==> config.mk <==
export PLATFORM = sky130hd
export DESIGN_NAME = usb_rx_rcu
export DESIGN_NICKNAME = d
export VERILOG_FILES = /design/src/rtl/usb_rx_pkg.sv /design/src/rtl/flex_counter.sv /design/src/rtl/usb_rx_rcu.sv
export SDC_FILE = /design/constraint.sdc
export NUM_CORES = 1
export LEC_CHECK = 0
export BUFFER_PORTS_ARGS = -buffer_cell sky130_fd_sc_hd__buf_2
export CAP_MARGIN = 40
export CORE_MARGIN = 5
export CORE_UTILIZATION = 50
export CTS_CLUSTER_DIAMETER = 150
export DETAILED_ROUTE_END_ITERATION = 8
export PLACE_DENSITY = 0.72
export SYNTH_ARGS = -nofsm -noshare
export SYNTH_HDL_FRONTEND = slang
export SYNTH_SLANG_ARGS = --single-unit
export TNS_END_PERCENT = 50
==> constraint.sdc <==
create_clock -name clk -period 4.3 [get_ports clk]
set_input_delay 1.075 -clock clk [delete_from_list [all_inputs] [get_ports clk]]
set_output_delay 1.075 -clock clk [all_outputs]
set_load 0.02 [all_outputs]
==> src/rtl/usb_rx_pkg.sv <==
// Shared types and constants for the USB receive control unit.
// Holds the RCU state encoding, PID codes and the PID classification helpers.
package usb_rx_pkg;

  typedef enum logic [3:0] {
    IDLE,
    SYNC_WAIT,
    SYNC_CHK,
    PID_WAIT,
    PID_CHK,
    DATA_WAIT,
    DATA_STORE,
    EOP_WAIT,
    DONE,
    EOP_HOLD,
    ERR_WAIT_EOP,
    ERR_IDLE
  } rcu_state_t;

  localparam logic [3:0] PID_OUT   = 4'h1;
  localparam logic [3:0] PID_IN    = 4'h9;
  localparam logic [3:0] PID_SOF   = 4'h5;
  localparam logic [3:0] PID_SETUP = 4'hD;
  localparam logic [3:0] PID_DATA0 = 4'h3;
  localparam logic [3:0] PID_DATA1 = 4'hB;
  localparam logic [3:0] PID_ACK   = 4'h2;
  localparam logic [3:0] PID_NAK   = 4'hA;
  localparam logic [3:0] PID_STALL = 4'hE;

  localparam logic [7:0] SYNC_BYTE_DEFAULT = 8'h80;

  function automatic logic pid_is_handshake(input logic [3:0] pid);
    return (pid == PID_ACK) || (pid == PID_NAK) || (pid == PID_STALL);
  endfunction

  function automatic logic pid_is_defined(input logic [3:0] pid);
    return pid_is_handshake(pid) ||
           (pid == PID_OUT)   || (pid == PID_IN)    || (pid == PID_SOF) ||
           (pid == PID_SETUP) || (pid == PID_DATA0) || (pid == PID_DATA1);
  endfunction

endpackage

==> src/rtl/flex_counter.sv <==
// Up-counter with synchronous clear and programmable wrap value.
// Reaching rollover_val wraps the count back to zero on the next enable.
module flex_counter #(
  parameter int NUM_CNT_BITS = 3
) (
  input  logic                    clk,
  input  logic                    rst,
  input  logic                    clear,
  input  logic                    count_enable,
  input  logic [NUM_CNT_BITS-1:0] rollover_val,
  output logic [NUM_CNT_BITS-1:0] count_out
);

  logic [NUM_CNT_BITS-1:0] r_count;

  always_ff @(posedge clk or posedge rst) begin
    if (rst) begin
      r_count <= '0;
    end else if (clear) begin
      r_count <= '0;
    end else if (count_enable) begin
      r_count <= (r_count == rollover_val) ? '0 : r_count + 1'b1;
    end
  end

  assign count_out = r_count;

endmodule

==> src/rtl/usb_rx_rcu.sv <==
// USB RX receiver control unit: SYNC/PID validation, payload steering into
// the RX FIFO, timer sequencing and sticky protocol error reporting.
module usb_rx_rcu
  import usb_rx_pkg::*;
#(
  parameter int         MAX_BYTES = 64,
  parameter logic [7:0] SYNC_BYTE = SYNC_BYTE_DEFAULT
) (
  input  logic       clk,
  input  logic       rst,
  input  logic       d_edge,
  input  logic       eop,
  input  logic       shift_enable,
  input  logic       byte_received,
  input  logic [7:0] rcv_data,
  input  logic       fifo_full,
  output logic       rcving,
  output logic       enable_timer,
  output logic       timer_clear,
  output logic       w_enable,
  output logic [3:0] rx_pid,
  output logic       rx_done,
  output logic       r_error
);

  localparam int CW = $clog2(MAX_BYTES + 1);

  rcu_state_t       r_state;
  rcu_state_t       w_next_state;
  logic [CW-1:0]    r_byte_cnt;
  logic [2:0]       w_bit_cnt;
  logic             w_pid_ok;
  logic             w_store_ok;
  logic             w_start;

  // Bit counter follows the timer: it restarts whenever the timer is held clear.
  flex_counter #(.NUM_CNT_BITS(3)) u_bit_cnt (
    .clk          (clk),
    .rst          (rst),
    .clear        (byte_received | timer_clear),
    .count_enable (shift_enable),
    .rollover_val (3'd7),
    .count_out    (w_bit_cnt)
  );

  assign w_pid_ok   = (rcv_data[7:4] == ~rcv_data[3:0]) && pid_is_defined(rcv_data[3:0]);
  assign w_store_ok = !fifo_full && (r_byte_cnt != CW'(MAX_BYTES));
  assign w_start    = d_edge && !eop;

  always_ff @(posedge clk or posedge rst) begin
    if (rst) begin
      r_state <= IDLE;
    end else begin
      r_state <= w_next_state;
    end
  end

  always_comb begin
    w_next_state = r_state;
    case (r_state)
      IDLE:         if (w_start) w_next_state = SYNC_WAIT;
      SYNC_WAIT:    if (byte_received) w_next_state = SYNC_CHK;
                    else if (eop) w_next_state = ERR_IDLE;
      SYNC_CHK:     w_next_state = (rcv_data == SYNC_BYTE) ? PID_WAIT : ERR_WAIT_EOP;
      PID_WAIT:     if (byte_received) w_next_state = PID_CHK;
                    else if (eop) w_next_state = ERR_IDLE;
      PID_CHK:      if (!w_pid_ok) w_next_state = ERR_WAIT_EOP;
                    else if (pid_is_handshake(rcv_data[3:0])) w_next_state = EOP_WAIT;
                    else w_next_state = DATA_WAIT;
      DATA_WAIT:    if (byte_received) w_next_state = DATA_STORE;
                    else if (eop) w_next_state = (w_bit_cnt == 3'd0) ? DONE : ERR_IDLE;
      DATA_STORE:   if (!w_store_ok) w_next_state = ERR_WAIT_EOP;
                    else w_next_state = eop ? DONE : DATA_WAIT;
      EOP_WAIT:     if (eop) w_next_state = DONE;
                    else if (byte_received) w_next_state = ERR_WAIT_EOP;
      DONE:         w_next_state = eop ? EOP_HOLD : IDLE;
      EOP_HOLD:     if (!eop) w_next_state = IDLE;
      ERR_WAIT_EOP: if (eop) w_next_state = ERR_IDLE;
      ERR_IDLE:     if (w_start) w_next_state = SYNC_WAIT;
      default:      w_next_state = IDLE;
    endcase
  end

  assign enable_timer = (r_state inside {SYNC_WAIT, SYNC_CHK, PID_WAIT, PID_CHK,
                                         DATA_WAIT, DATA_STORE, EOP_WAIT, ERR_WAIT_EOP});
  assign rcving       = enable_timer;
  assign timer_clear  = !enable_timer;
  assign rx_done      = (r_state == DONE);
  // A rejected store (full FIFO or payload limit) never pulses the write strobe.
  assign w_enable     = (r_state == DATA_STORE) && w_store_ok;

  always_ff @(posedge clk or posedge rst) begin
    if (rst) begin
      r_byte_cnt <= '0;
      rx_pid     <= 4'h0;
      r_error    <= 1'b0;
    end else begin
      if (w_next_state == SYNC_WAIT && r_state != SYNC_WAIT) begin
        r_byte_cnt <= '0;
      end else if (w_enable) begin
        r_byte_cnt <= r_byte_cnt + 1'b1;
      end
      if (r_state == PID_CHK && w_pid_ok) begin
        rx_pid <= rcv_data[3:0];
      end
      if ((r_state == IDLE || r_state == ERR_IDLE) && w_next_state == SYNC_WAIT) begin
        r_error <= 1'b0;
      end else if (w_next_state == ERR_WAIT_EOP || w_next_state == ERR_IDLE) begin
        r_error <= 1'b1;
      end
    end
  end

endmodule

==> results by group, run 1 <==
Global route
  – Pin count of the biggest net entering global routing: 20
  – Congestion Overflow GR: 0
  – Wire length of the first global-routing pass: 5.09 mm
  – Total global-route track usage: 0.154
  – Number of antenna violations at the first check in global routing: 0
  – Number of global-route vias before repair: about 1100

Clock network
  – Num CTS Buffers: 3
  – Source-to-sink clock delay at the later pin of the worst-skew pair: 0.30 ns
  – CTS tree: yes
  – Buffers inserted during post-CTS setup optimization: 0
  – Root buffer selected by CTS: clkbuf_4
  – Level count of the clock H-tree: 1
  – Quantity of gates resized following cts: 0
  – Number of buffers inserted for hold repair after clock tree synthesis: 0
  – Clk slew on worst S/H paths: approximately 0.10 ns
  – Num Clock Sinks: 19
  – Clock Tree Buf Depth: 2

Power
  – P per Cell Area: just under 500 nW/um^2
  – Internal power consumption: 0.397 mW
  – Net switching fraction of the power: 0.456
  – NetSw: 0.333 mW
  – Seq pwr share: 0.385
  – Leakage power figure: 0.734 nW
  – Proportion of power drawn by the clock network: 0.121
  – VDD IR-drop max: around 0.36 mV
  – Relative contribution of combinational cells to total power: 0.494

Synth
  – Gate Count Post-Synth: 150
  – Most area-hungry cell type in the Yosys netlist: dfrtp_1
  – Warnings, synthesis: 0
  – Post-synthesis async set-or-reset flop share: 1.00
  – Flops & latches, synth: 19
  – Mean post-synth cell area: about 9 um^2
  – Area share of the largest cell type after synthesis: 0.347
  – Biggest area contributors in the synthesized netlist: dfrtp_1 35%, nor2_1 5.5%, ha_1 4.6%
  – Number of enable flip-flop cells after synthesis: 0
  – Share of synthesized area occupied by flip-flops and latches: 0.347
  – Number of distinct library cells after synthesis: 47
  – Synthesized netlist net count: 170
  – Area of the mapped netlist: 1370 um^2
  – Leading register cell type out of synthesis: dfrtp_1

Worst setup path
  – Worst-case reg-to-reg path depth: 6
  – Data required time of the critical path: 3.22 ns
  – Cell family with most CP delay: compound AO/OA/AOI/OAI gates
  – Worst Path Arrival: 2.09 ns
  – R2r startpoint: r_state[1]
  – Worst path max stage delay: approximately 0.57 ns
  – Type of element launching the critical path: flip-flop
  – RR Endpoint: r_byte_cnt[1]
  – Setup Crit Path Kind: reg -> out
  – Kind of end point of the critical path: output pin
  – Setup crit start: r_byte_cnt[0]
  – Standard cell with the maximum stage delay on the critical path: a211oi_2
  – Flop2flop setup slack: 2.05 ns
  – CP bufs+invs: 2
  – List of cells traversed by the critical path: inv_1 -> ha_1 -> and4bb_2 -> a211oi_2 -> buf_2
  – Largest fanout of any net on the critical path: 10

Timing
  – Layout Skew: 0.00481 ns
  – Final-layout setup total negative slack: 0 ns
  – Final number of max-transition violations: 0
  – Max-slew headroom at the worst pin: 0.531
  – Total of endpoints with negative setup slack in the final report: 0
  – Period utilization: 0.736
  – Number of hold-slack violations in the final timing report: 0
  – Peak clock frequency supported by timing: roughly 0.32 GHz
  – Final critical-path setup slack: about 1.1 ns
  – Fin crit period: 3.16 ns
  – Worst-Margin Slew: 0.703 ns
  – Unrepaired setup endpoints after global routing: false
  – Hold_ws: 0.516 ns

Floorplanning
  – Site Rows: 19
  – Die Height: 62.3 um
  – I/O pin cnt: 25
  – Area of the core: 2690 um^2
  – Area of the die: 3890 um^2
  – Initial cell density of the core: 0.510
  – Width of the die: ~62 um

Job
  – MaxCap Viol Count: 0

Layout
  – Util after Layout: 0.561
  – Layout Cells excl Fill: 202
  – Share of final-layout standard cells stronger than drive strength 1: 0.222
  – Signed area change from the synthesized netlist to the final layout: 10.0%
  – Ant. Diodes: 0
  – Nets@finish: 192
  – Leading cell type in the layout, fill and taps excluded: buf_2
  – Highest-count cells in the layout ignoring fill and taps: 24 x buf_2, 20 x nor2_1, 19 x dfrtp_1

Placement
  – Worst slack after detailed placement: 1.19 ns
  – Number of placed cells counting well taps: 198
  – Global placement routability congestion: 0.855
  – Port bufs: 24
  – Post-DP HPWL: 2.23 mm

Route
  – Detail Route Antenna Nets: 0
  – Remaining routing DRC violations: 0
  – Via/cell ratio: 5.61
  – Router iterations before antenna repair: 4
  – Wire length reported by the detailed router: 2.82 mm
  – Number of DRC markers in iteration 0: 76
  – Vias: ~1100
  – Drt wl/cell: 13.9 um

Hold path
  – Number of cells on the worst hold path: 1
  – Class of the tightest hold or removal check: reg -> reg
  – Endpoint of the worst hold-timing path: rx_pid[3]
  – Worst hold path startpoint: rx_pid[3]

Outcome
  – Run status: finished, final reports clean
==> logic make-up after synthesis <==
logic type      after synthesis  share of synthesized area
simple gates                 71                      0.308
compound gates               25                      0.136
flops                        19                      0.347
buf+inv                      15                     0.0575
xor+xnor                      8                     0.0511
mux                           7                     0.0548
fa+ha+maj                     5                     0.0457
==> stage by stage <==
| step | instance area (um^2) | total power, mW |
|---|---|---|
| final | 1510 | 0.730 |
| after global routing | 1510 | 0.790 |
| after CTS | 1510 | 0.735 |
| after detailed placement | 1480 | 0.646 |
| after global placement | 1480 | 0.631 |
| after floorplan | 1370 | 0.570 |
==> Yosys cell counts (2+ instances only) <==
library cell,count
a21oi_1,3
and2_1,3
and3_1,2
and3b_1,2
buf_2,3
buf_4,3
dfrtp_1,19
ha_1,5
inv_1,8
mux2_2,4
mux2i_1,3
nand2_1,8
nand2b_1,5
nand3_1,2
nand4_1,4
nand4b_1,3
nor2_1,20
nor2b_1,7
nor3_1,3
nor3b_1,2
nor4b_1,2
o211ai_1,2
o21ai_0,6
o22ai_1,2
xor2_1,7
==> power by group through the flow <==
stage               registers, mW  clock network (mW)  logic (mW)
CTS                         0.279              0.0912       0.365
floorplan                   0.248                   0       0.322
detailed placement          0.283                   0       0.364
global placement            0.276                   0       0.355
finish                      0.281              0.0883       0.360
global route                0.291               0.100       0.399
==> how the worst max path moves through the flow <==
stage               end  slack [ns]  cells after the start
2_1_floorplan  w_enable        1.51                      1
3_3_place_gp   w_enable        1.25                      3
3_5_place_dp   w_enable        1.19                      3
4_1_cts        w_enable        1.14                      5
5_1_grt        w_enable        0.99                      3
6_report       w_enable        1.14                      5
==> registers in the layout (all words and copies together) (netlist names) <==
register,count
r_error,1
r_state,4
r_byte_cnt,7
rx_pid,4
u_bit_cnt.count_out,3
==> cell type report <==
cell class,instances,area [um^2]
fillers,245,1180
multi-input cells,116,816
flip-flops and latches,19,475
repair buffers,24,120
well taps,31,38.8
inverters,8,30.0
clock buffers,3,22.5
clock inverters,1,5.00
==> per-layer routing <==
layer  vias up  global-route usage  routed length (um)
li1        579                   -                   -
met1       533               0.209                1310
met2        17               0.250                1390
met3         5              0.0144                  78
met4         0              0.0663                  39
met5         -                   0                   0
No activity file was read; power rests on OpenSTA's default activity.
==> run 2, diff against run 1 <==
--- a/config.mk
+++ b/config.mk
@@ -5,13 +5,14 @@
 export SDC_FILE = /design/constraint.sdc
 export NUM_CORES = 1
 export LEC_CHECK = 0
+export ABC_AREA = 1
 export BUFFER_PORTS_ARGS = -buffer_cell sky130_fd_sc_hd__buf_2
 export CAP_MARGIN = 40
 export CORE_MARGIN = 5
 export CORE_UTILIZATION = 50
 export CTS_CLUSTER_DIAMETER = 150
 export DETAILED_ROUTE_END_ITERATION = 8
-export PLACE_DENSITY = 0.72
+export PLACE_DENSITY = 0.74
 export SYNTH_ARGS = -nofsm -noshare
 export SYNTH_HDL_FRONTEND = slang
 export SYNTH_SLANG_ARGS = --single-unit
==> constraint.sdc (replaced) <==
create_clock -name clk -period 2.9 [get_ports clk]
set_input_delay 0.725 -clock clk [delete_from_list [all_inputs] [get_ports clk]]
set_output_delay 0.725 -clock clk [all_outputs]
set_load 0.02 [all_outputs]
==> run 2 against run 1 <==
Sequential share of layout area decreased by 2.2 points. Global-route usage decreased by 0.36 points. Total power increased by 62%. Register-to-register slack got worse by 0.97 ns. Critical path type unchanged.
==> results by group, run 2 <==
Outcome
  – Run status: finished, final reports clean

Synth
  – Number of enable flip-flop cells after synthesis: 0 (unchanged)
  – Mean post-synth cell area: 6.34 um^2 (-31%)
  – Post-synthesis async set-or-reset flop share: 1.00 (unchanged)
  – Gate Count Post-Synth: 228 (+52%)
  – Number of distinct library cells after synthesis: 22 (-53%)
  – Simple-gate portion of the synthesized area: 0.396 (+0.0884)
  – Share of synthesized area occupied by flip-flops and latches: 0.329 (-0.0183)
  – Warnings, synthesis: 0 (unchanged)
  – Synthesized netlist net count: 248 (+46%)
  – XOR/XNOR share of the synthesized area: 0.0363 (-0.0148)
  – Area of the mapped netlist: 1450 um^2 (+5.6%)
  – Flops & latches, synth: 19 (unchanged)
  – Area share of the largest cell type after synthesis: 0.329 (-0.0183)
  – Most used standard cell by instance count after synthesis: nand2_1
  – Most area-hungry cell type in the Yosys netlist: dfrtp_1
  – Leading register cell type out of synthesis: dfrtp_1
  – Top cells by count, synth: 62 x nand2_1, 40 x nor2_1, 35 x inv_1
  – Area fraction in compound gates after synthesis: 0.0830 (-0.0530)
  – Largest family of logic cells by synthesized area: simple AND/OR/NAND/NOR gates
  – Post-synthesis adder-cell area fraction: 0.0433 (-0.00241)
  – Proportion of synthesized area in mux cells: 0 (-0.0548)
  – Biggest area contributors in the synthesized netlist: dfrtp_1 33%, nand2_1 16%, nor2_1 10%

Timing
  – Number of hold-slack violations in the final timing report: 0 (unchanged)
  – Final number of max-transition violations: 0 (unchanged)
  – Period utilization: 0.820
  – Worst-Margin Slew: 0.677 ns (-0.0263 ns)
  – Final critical-path setup slack: 0.522 ns (-0.613 ns)
  – Total of endpoints with negative setup slack in the final report: 0 (unchanged)
  – Layout Skew: 0.00180 ns (-0.00301 ns)
  – Unrepaired setup endpoints after global routing: false
  – Peak clock frequency supported by timing: 0.420 GHz
  – Fin crit period: 2.38 ns
  – Final-layout setup total negative slack: 0 ns (unchanged)
  – Max-slew headroom at the worst pin: 0.549 (+0.0176)

Layout
  – Leading cell type in the layout, fill and taps excluded: nand2_1
  – Largest registers: r_byte_cnt x7, r_state x4, rx_pid x4
  – Nets@finish: 275 (+43%)
  – Flip-flop count of the largest register after layout: 7 (unchanged)
  – Largest register by flop count: r_byte_cnt
  – Share of final-layout standard cells stronger than drive strength 1: 0.177 (-0.0451)
  – Final design area excluding fillers: 1620 um^2 (+7.5%)
  – Signed area change from the synthesized netlist to the final layout: 12.0%
  – Highest-count cells in the layout ignoring fill and taps: 62 x nand2_1, 40 x nor2_1, 35 x inv_1
  – Ant. Diodes: 0 (unchanged)

Route
  – Drt wl/cell: 10.4 um (-25%)
  – Number of DRC markers in iteration 0: 151 (+99%)
  – Via/cell ratio: 4.91 (-13%)
  – Vias: 1399 (+23%)
  – Router iterations before antenna repair: 4 (unchanged)
  – Detail Route Antenna Nets: 0 (unchanged)
  – Remaining routing DRC violations: 0 (unchanged)
  – Wire length reported by the detailed router: 2.98 mm (+5.7%)

Global route
  – Pin count of the biggest net entering global routing: 20 (unchanged)
  – Total global-route track usage: 0.151 (-0.00358)
  – Congestion Overflow GR: 0 (unchanged)
  – Wire length of the first global-routing pass: 5.07 mm (-0.41%)
  – Number of global-route vias before repair: 1210 (+7.6%)
  – Number of antenna violations at the first check in global routing: 0 (unchanged)

Job
  – MaxCap Viol Count: 0 (unchanged)

Worst setup path
  – Largest fanout of any net on the critical path: 5 (-5)
  – Most common cell type on the critical path: inv_1
  – Cell family with most CP delay: flip-flops
  – Worst path max stage delay: 0.40 ns (-0.17 ns)
  – Worst Path Arrival: 1.65 ns (-0.44 ns)
  – CP bufs+invs: 4 (+2)
  – Data required time of the critical path: 2.17 ns (-1.05 ns)
  – List of cells traversed by the critical path: inv_1 -> ha_1 -> inv_1 -> nor2_1 -> nand3_1 -> nand3_2 -> inv_2 -> buf_2
  – Type of element launching the critical path: flip-flop
  – Standard cell with the maximum stage delay on the critical path: dfrtp_1
  – Kind of end point of the critical path: output pin
  – Setup Crit Path Kind: reg -> out

Clock network
  – CTS tree: yes
  – Level count of the clock H-tree: 1 (unchanged)
  – Num CTS Buffers: 3 (unchanged)
  – Num Clock Sinks: 19 (unchanged)
  – Buffers inserted during post-CTS setup optimization: 0 (unchanged)
  – Source-to-sink clock delay at the later pin of the worst-skew pair: 0.30 ns (about the same)
  – Quantity of gates resized following cts: 0 (unchanged)
  – Clk slew on worst S/H paths: 0.10 ns (about the same)
  – Root buffer selected by CTS: clkbuf_4
  – Clock Tree Buf Depth: 2 (unchanged)
  – Number of buffers inserted for hold repair after clock tree synthesis: 0 (unchanged)

Placement
  – Port bufs: 24 (unchanged)
  – Worst slack after detailed placement: 0.767 ns (-0.423 ns)
  – Post-DP HPWL: 2.37 mm (+6.3%)
  – Dpl cell area: 1590 um^2 (+7.6%)
  – Global placement routability congestion: 0.878 (+2.7%)

Floorplanning
  – Area of the die: 4070 um^2 (+4.7%)
  – Initial cell density of the core: 0.525 (+0.0145)
  – I/O pin cnt: 25 (unchanged)
  – Width of the die: 63.8 um (+2.3%)
  – Area of the core: 2760 um^2 (+2.7%)
  – Site Rows: 19 (unchanged)
  – Die Height: 63.8 um (+2.3%)

Power
  – P per Cell Area: 729 nW/um^2 (+51%)
  – VDD IR-drop max: 0.651 mV (+79%)
  – Leakage power figure: 0.909 nW (+24%)

Hold path
  – Class of the tightest hold or removal check: in -> async
[run 2: cell count changes after synthesis, sizes merged, moves of 4 or more]
cell / previous run / this run
mux2: 4 / 0
nand3: 2 / 13
o21ai: 6 / 11
nand2: 8 / 66
buf: 7 / 2
nand2b: 5 / 0
nor2b: 7 / 0
inv: 8 / 40
nor2: 20 / 46
a21oi: 3 / 13
[run 2: where the power goes]
part	switching [mW]	internal (mW)	total, mW	leakage, nW
clock	0.0819	0.0516	0.133	0.0177
combinational	0.441	0.214	0.655	0.637
sequential	0.0693	0.324	0.393	0.255
[run 2: layout make-up]
type                    count  area [um^2]
fillers                   289         1140
multi-input cells         167          808
repair buffers             24          120
flip-flops and latches     19          475
clock inverters             1         5.00
clock buffers               3         22.5
well taps                  31         38.8
inverters                  40          150
[run 2: worst paths after layout]
| check | startpoint | to | slack [ns] | depth (start not counted) |
|---|---|---|---|---|
| worst max-delay path | r_byte_cnt[0] | w_enable | 0.52 | 8 |
| worst min-delay path | rst | u_bit_cnt.count_out[0] | 0.50 | 2 |
| worst max register to register | r_byte_cnt[0] | r_byte_cnt[3] | 1.08 | 12 |
| worst min register to register | rx_pid[2] | rx_pid[2] | 0.50 | 2 |
| max in group asynchronous | rst | r_byte_cnt[3] | 1.97 | 2 |
| min in group clk | rx_pid[2] | rx_pid[2] | 0.50 | 2 |
[run 2: per-stage QoR]
step,hold WS [ns],util,cells,total power [mW]
floorplan,0.525,-,228,0.901
global placement,0.472,0.578,281,1.05
detailed placement,0.474,0.578,281,1.05
CTS,0.501,0.588,285,1.19
global route,0.536,0.588,285,1.30
finish,0.495,0.588,285,1.18
[run 2: logic make-up after synthesis]
group,count (synthesis)
buf+inv,42
xor+xnor,6
flops,19
simple gates,132
compound gates,24
fa+ha+maj,5
[run 2: per-layer routing]
metal / track usage / wire [um]
met1: 0.213 / 1460
met2: 0.229 / 1280
met3: 0.0315 / 189
met4: 0.0519 / 41
met5: 0 / 0
[run 2: worst register-to-register path: cells and delay by family (launching register included)]
kind                       cells  cell delay [ns]
and+or+nand+nor                8             0.90
DFF                            1             0.40
adders and majority gates      1             0.19
buffers and inverters          2             0.12
AOI/OAI and AO/OA              1             0.10
==> run 3, diff against run 2 <==
--- a/config.mk
+++ b/config.mk
@@ -12,7 +12,7 @@
 export CORE_UTILIZATION = 50
 export CTS_CLUSTER_DIAMETER = 150
 export DETAILED_ROUTE_END_ITERATION = 8
-export PLACE_DENSITY = 0.74
+export PLACE_DENSITY = 0.71
 export SYNTH_ARGS = -nofsm -noshare
 export SYNTH_HDL_FRONTEND = slang
 export SYNTH_SLANG_ARGS = --single-unit
==> constraint.sdc (replaced) <==
create_clock -name clk -period 2.3 [get_ports clk]
set_input_delay 0.575 -clock clk [delete_from_list [all_inputs] [get_ports clk]]
set_output_delay 0.575 -clock clk [all_outputs]
set_load 0.02 [all_outputs]
==> run 3 against run 2 <==
Clock power grew 26%. Global-route usage grew 0.39 points. Critical path type unchanged. Final area grew 1.2%. Critical endpoint unchanged. Highest routed layer unchanged. Sequential share of layout area shrank 0.26 points. Worst setup slack lost 0.44 ns. Register-to-register slack lost 0.63 ns. First-iteration DRC count grew 3.3%. Via count grew 3.4%.
==> results by group, run 3 (synthesis results as in run 2) <==
Outcome
  – Run status: finished, final reports clean

Route
  – Via/cell ratio: 5.08 (+3.4%)
  – Drt wl/cell: 10.7 um (+2.3%)
  – Wire length reported by the detailed router: 3.05 mm (+2.3%)
  – Detail Route Antenna Nets: 0 (unchanged)
  – Remaining routing DRC violations: 0 (unchanged)
  – Number of DRC markers in iteration 0: 156 (+3.3%)
  – Router iterations before antenna repair: 4 (unchanged)
  – Vias: 1447 (+3.4%)

Worst setup path
  – Type of element launching the critical path: flip-flop
  – Cell family with most CP delay: simple AND/OR/NAND/NOR gates
  – CP bufs+invs: 4 (unchanged)
  – Standard cell with the maximum stage delay on the critical path: dfrtp_1
  – Kind of end point of the critical path: output pin
  – Worst-case reg-to-reg path depth: 11 (-1)
  – R2r startpoint: r_byte_cnt[0]
  – List of cells traversed by the critical path: inv_1 -> ha_1 -> inv_1 -> nor2_1 -> nand3_2 -> nand3_4 -> inv_2 -> buf_2
  – RR Endpoint: r_byte_cnt[5]
  – Setup Crit Path Kind: reg -> out
  – Flop2flop setup slack: 0.45 ns (-0.63 ns)
  – Largest fanout of any net on the critical path: 5 (unchanged)
  – Worst path max stage delay: 0.43 ns (+0.03 ns)
  – Worst Path Arrival: 1.64 ns (about the same)
  – Data required time of the critical path: 1.73 ns (-0.44 ns)
  – Most common cell type on the critical path: inv_1

Global route
  – Total global-route track usage: 0.155 (+0.00388)
  – Number of global-route vias before repair: 1231 (+1.7%)
  – Congestion Overflow GR: 0 (unchanged)
  – Number of antenna violations at the first check in global routing: 0 (unchanged)
  – Wire length of the first global-routing pass: 5.22 mm (+2.9%)
  – Pin count of the biggest net entering global routing: 20 (unchanged)

Power
  – P per Cell Area: 918 nW/um^2 (+26%)
  – VDD IR-drop max: 0.590 mV (-9.3%)
  – Leakage power figure: 0.910 nW (about the same)

Floorplanning
  – I/O pin cnt: 25 (unchanged)
  – Initial cell density of the core: 0.525 (unchanged)
  – Site Rows: 19 (unchanged)
  – Width of the die: 63.8 um (unchanged)
  – Area of the die: 4070 um^2 (unchanged)
  – Area of the core: 2760 um^2 (unchanged)
  – Die Height: 63.8 um (unchanged)

Timing
  – Final number of max-transition violations: 0 (unchanged)
  – Final-layout setup total negative slack: 0 ns (unchanged)
  – Number of hold-slack violations in the final timing report: 0 (unchanged)
  – Period utilization: 0.964
  – Final critical-path setup slack: 0.0832 ns (-0.438 ns)
  – Max-slew headroom at the worst pin: 0.539 (-0.00902)
  – Total of endpoints with negative setup slack in the final report: 0 (unchanged)
  – Fin crit period: 2.22 ns
  – Peak clock frequency supported by timing: approximately 0.45 GHz
  – Worst-Margin Slew: 0.690 ns (+0.0135 ns)
  – Layout Skew: 0.00200 ns (+0.000201 ns)

Clock network
  – Source-to-sink clock delay at the later pin of the worst-skew pair: 0.30 ns (about the same)
  – Level count of the clock H-tree: 1 (unchanged)
  – Number of buffers inserted for hold repair after clock tree synthesis: 0 (unchanged)
  – Num CTS Buffers: 3 (unchanged)
  – Quantity of gates resized following cts: 0 (unchanged)
  – CTS tree: yes
  – Clk slew on worst S/H paths: 0.11 ns (about the same)
  – Num Clock Sinks: 19 (unchanged)
  – Clock Tree Buf Depth: 2 (unchanged)
  – Root buffer selected by CTS: clkbuf_4
  – Buffers inserted during post-CTS setup optimization: 0 (unchanged)

Layout
  – Leading cell type in the layout, fill and taps excluded: nand2_1
  – Largest register by flop count: r_byte_cnt
  – Flip-flop count of the largest register after layout: 7 (unchanged)
  – Final-layout fill cell count: 284 (-1.7%)
  – Signed area change from the synthesized netlist to the final layout: 13.3%
  – Ant. Diodes: 0 (unchanged)
  – Combined area of the multi-input logic cells: 826 um^2 (+2.2%)
  – Highest-count cells in the layout ignoring fill and taps: 62 x nand2_1, 40 x nor2_1, 35 x inv_1
  – Share of final-layout standard cells stronger than drive strength 1: 0.185 (+0.00787)
  – Nets@finish: 275 (unchanged)
  – Largest registers: r_byte_cnt x7, r_state x4, rx_pid x4
  – Area taken by flip-flops and latches: 477 um^2 (+0.26%)

Placement
  – Global placement routability congestion: 0.918 (+4.5%)
  – Port bufs: 24 (unchanged)
  – Worst slack after detailed placement: 0.345 ns (-0.422 ns)
  – Post-DP HPWL: 2.45 mm (+3.2%)

Job
  – MaxCap Viol Count: 0 (unchanged)

Hold path
  – Class of the tightest hold or removal check: in -> async
[run 3: worst reg2reg max path: cells and delay by family, from the launching register on]
family                   cells  cell delay [ns]
AO/OA/AOI/OAI                1             0.10
adder cells (fa/ha/maj)      1             0.14
buffers and inverters        2             0.13
flip-flops                   1             0.43
AND/OR/NAND/NOR              7             0.95
[run 3: layout make-up]
class                   instances  area share
clock buffers                   3      0.0137
clock inverters                 1     0.00305
multi-input cells             167       0.504
flip-flops and latches         19       0.291
well taps                      31      0.0237
inverters                      40      0.0916
repair buffers                 24      0.0733
[run 3: power breakdown]
group | switching [mW] | internal, mW | total [mW] | leakage [nW]
Sequential | 0.0866 | 0.410 | 0.496 | 0.254
Combinational | 0.568 | 0.273 | 0.840 | 0.638
Clock | 0.103 | 0.0648 | 0.168 | 0.0177
[run 3: through the flow]
step,total power [mW],instance area [um^2],utilization,hold slack [ns],std cells
final,1.50,1640,0.594,0.360,285
after global routing,1.64,1640,0.594,0.441,285
after CTS,1.50,1620,0.588,0.381,285
after detailed placement,1.33,1590,0.578,0.481,281
after global placement,1.33,1590,0.578,0.475,281
after floorplan,1.14,1450,-,0.525,228
[run 3: routing by layer]
layer	share of wire	up-vias	routed length (um)	global-route usage
met5	0	-	0	0
met4	0.015	0	46	0.0390
met3	0.069	7	209	0.0350
met2	0.45	48	1370	0.242
met1	0.47	639	1420	0.216
li1	-	753	-	-
[run 3: how the worst max path moves through the flow]
stage | start | end | slack, ns | depth (start not counted)
floorplan | r_state[0] | rcving | 0.24 | 8
global placement | rcv_data[0] | r_byte_cnt[1] | 0.38 | 13
detailed placement | rcv_data[0] | r_byte_cnt[2] | 0.34 | 13
CTS | r_byte_cnt[0] | w_enable | 0.02 | 8
global route | r_byte_cnt[0] | w_enable | -0.008 | 8
finish | r_byte_cnt[0] | w_enable | 0.08 | 8
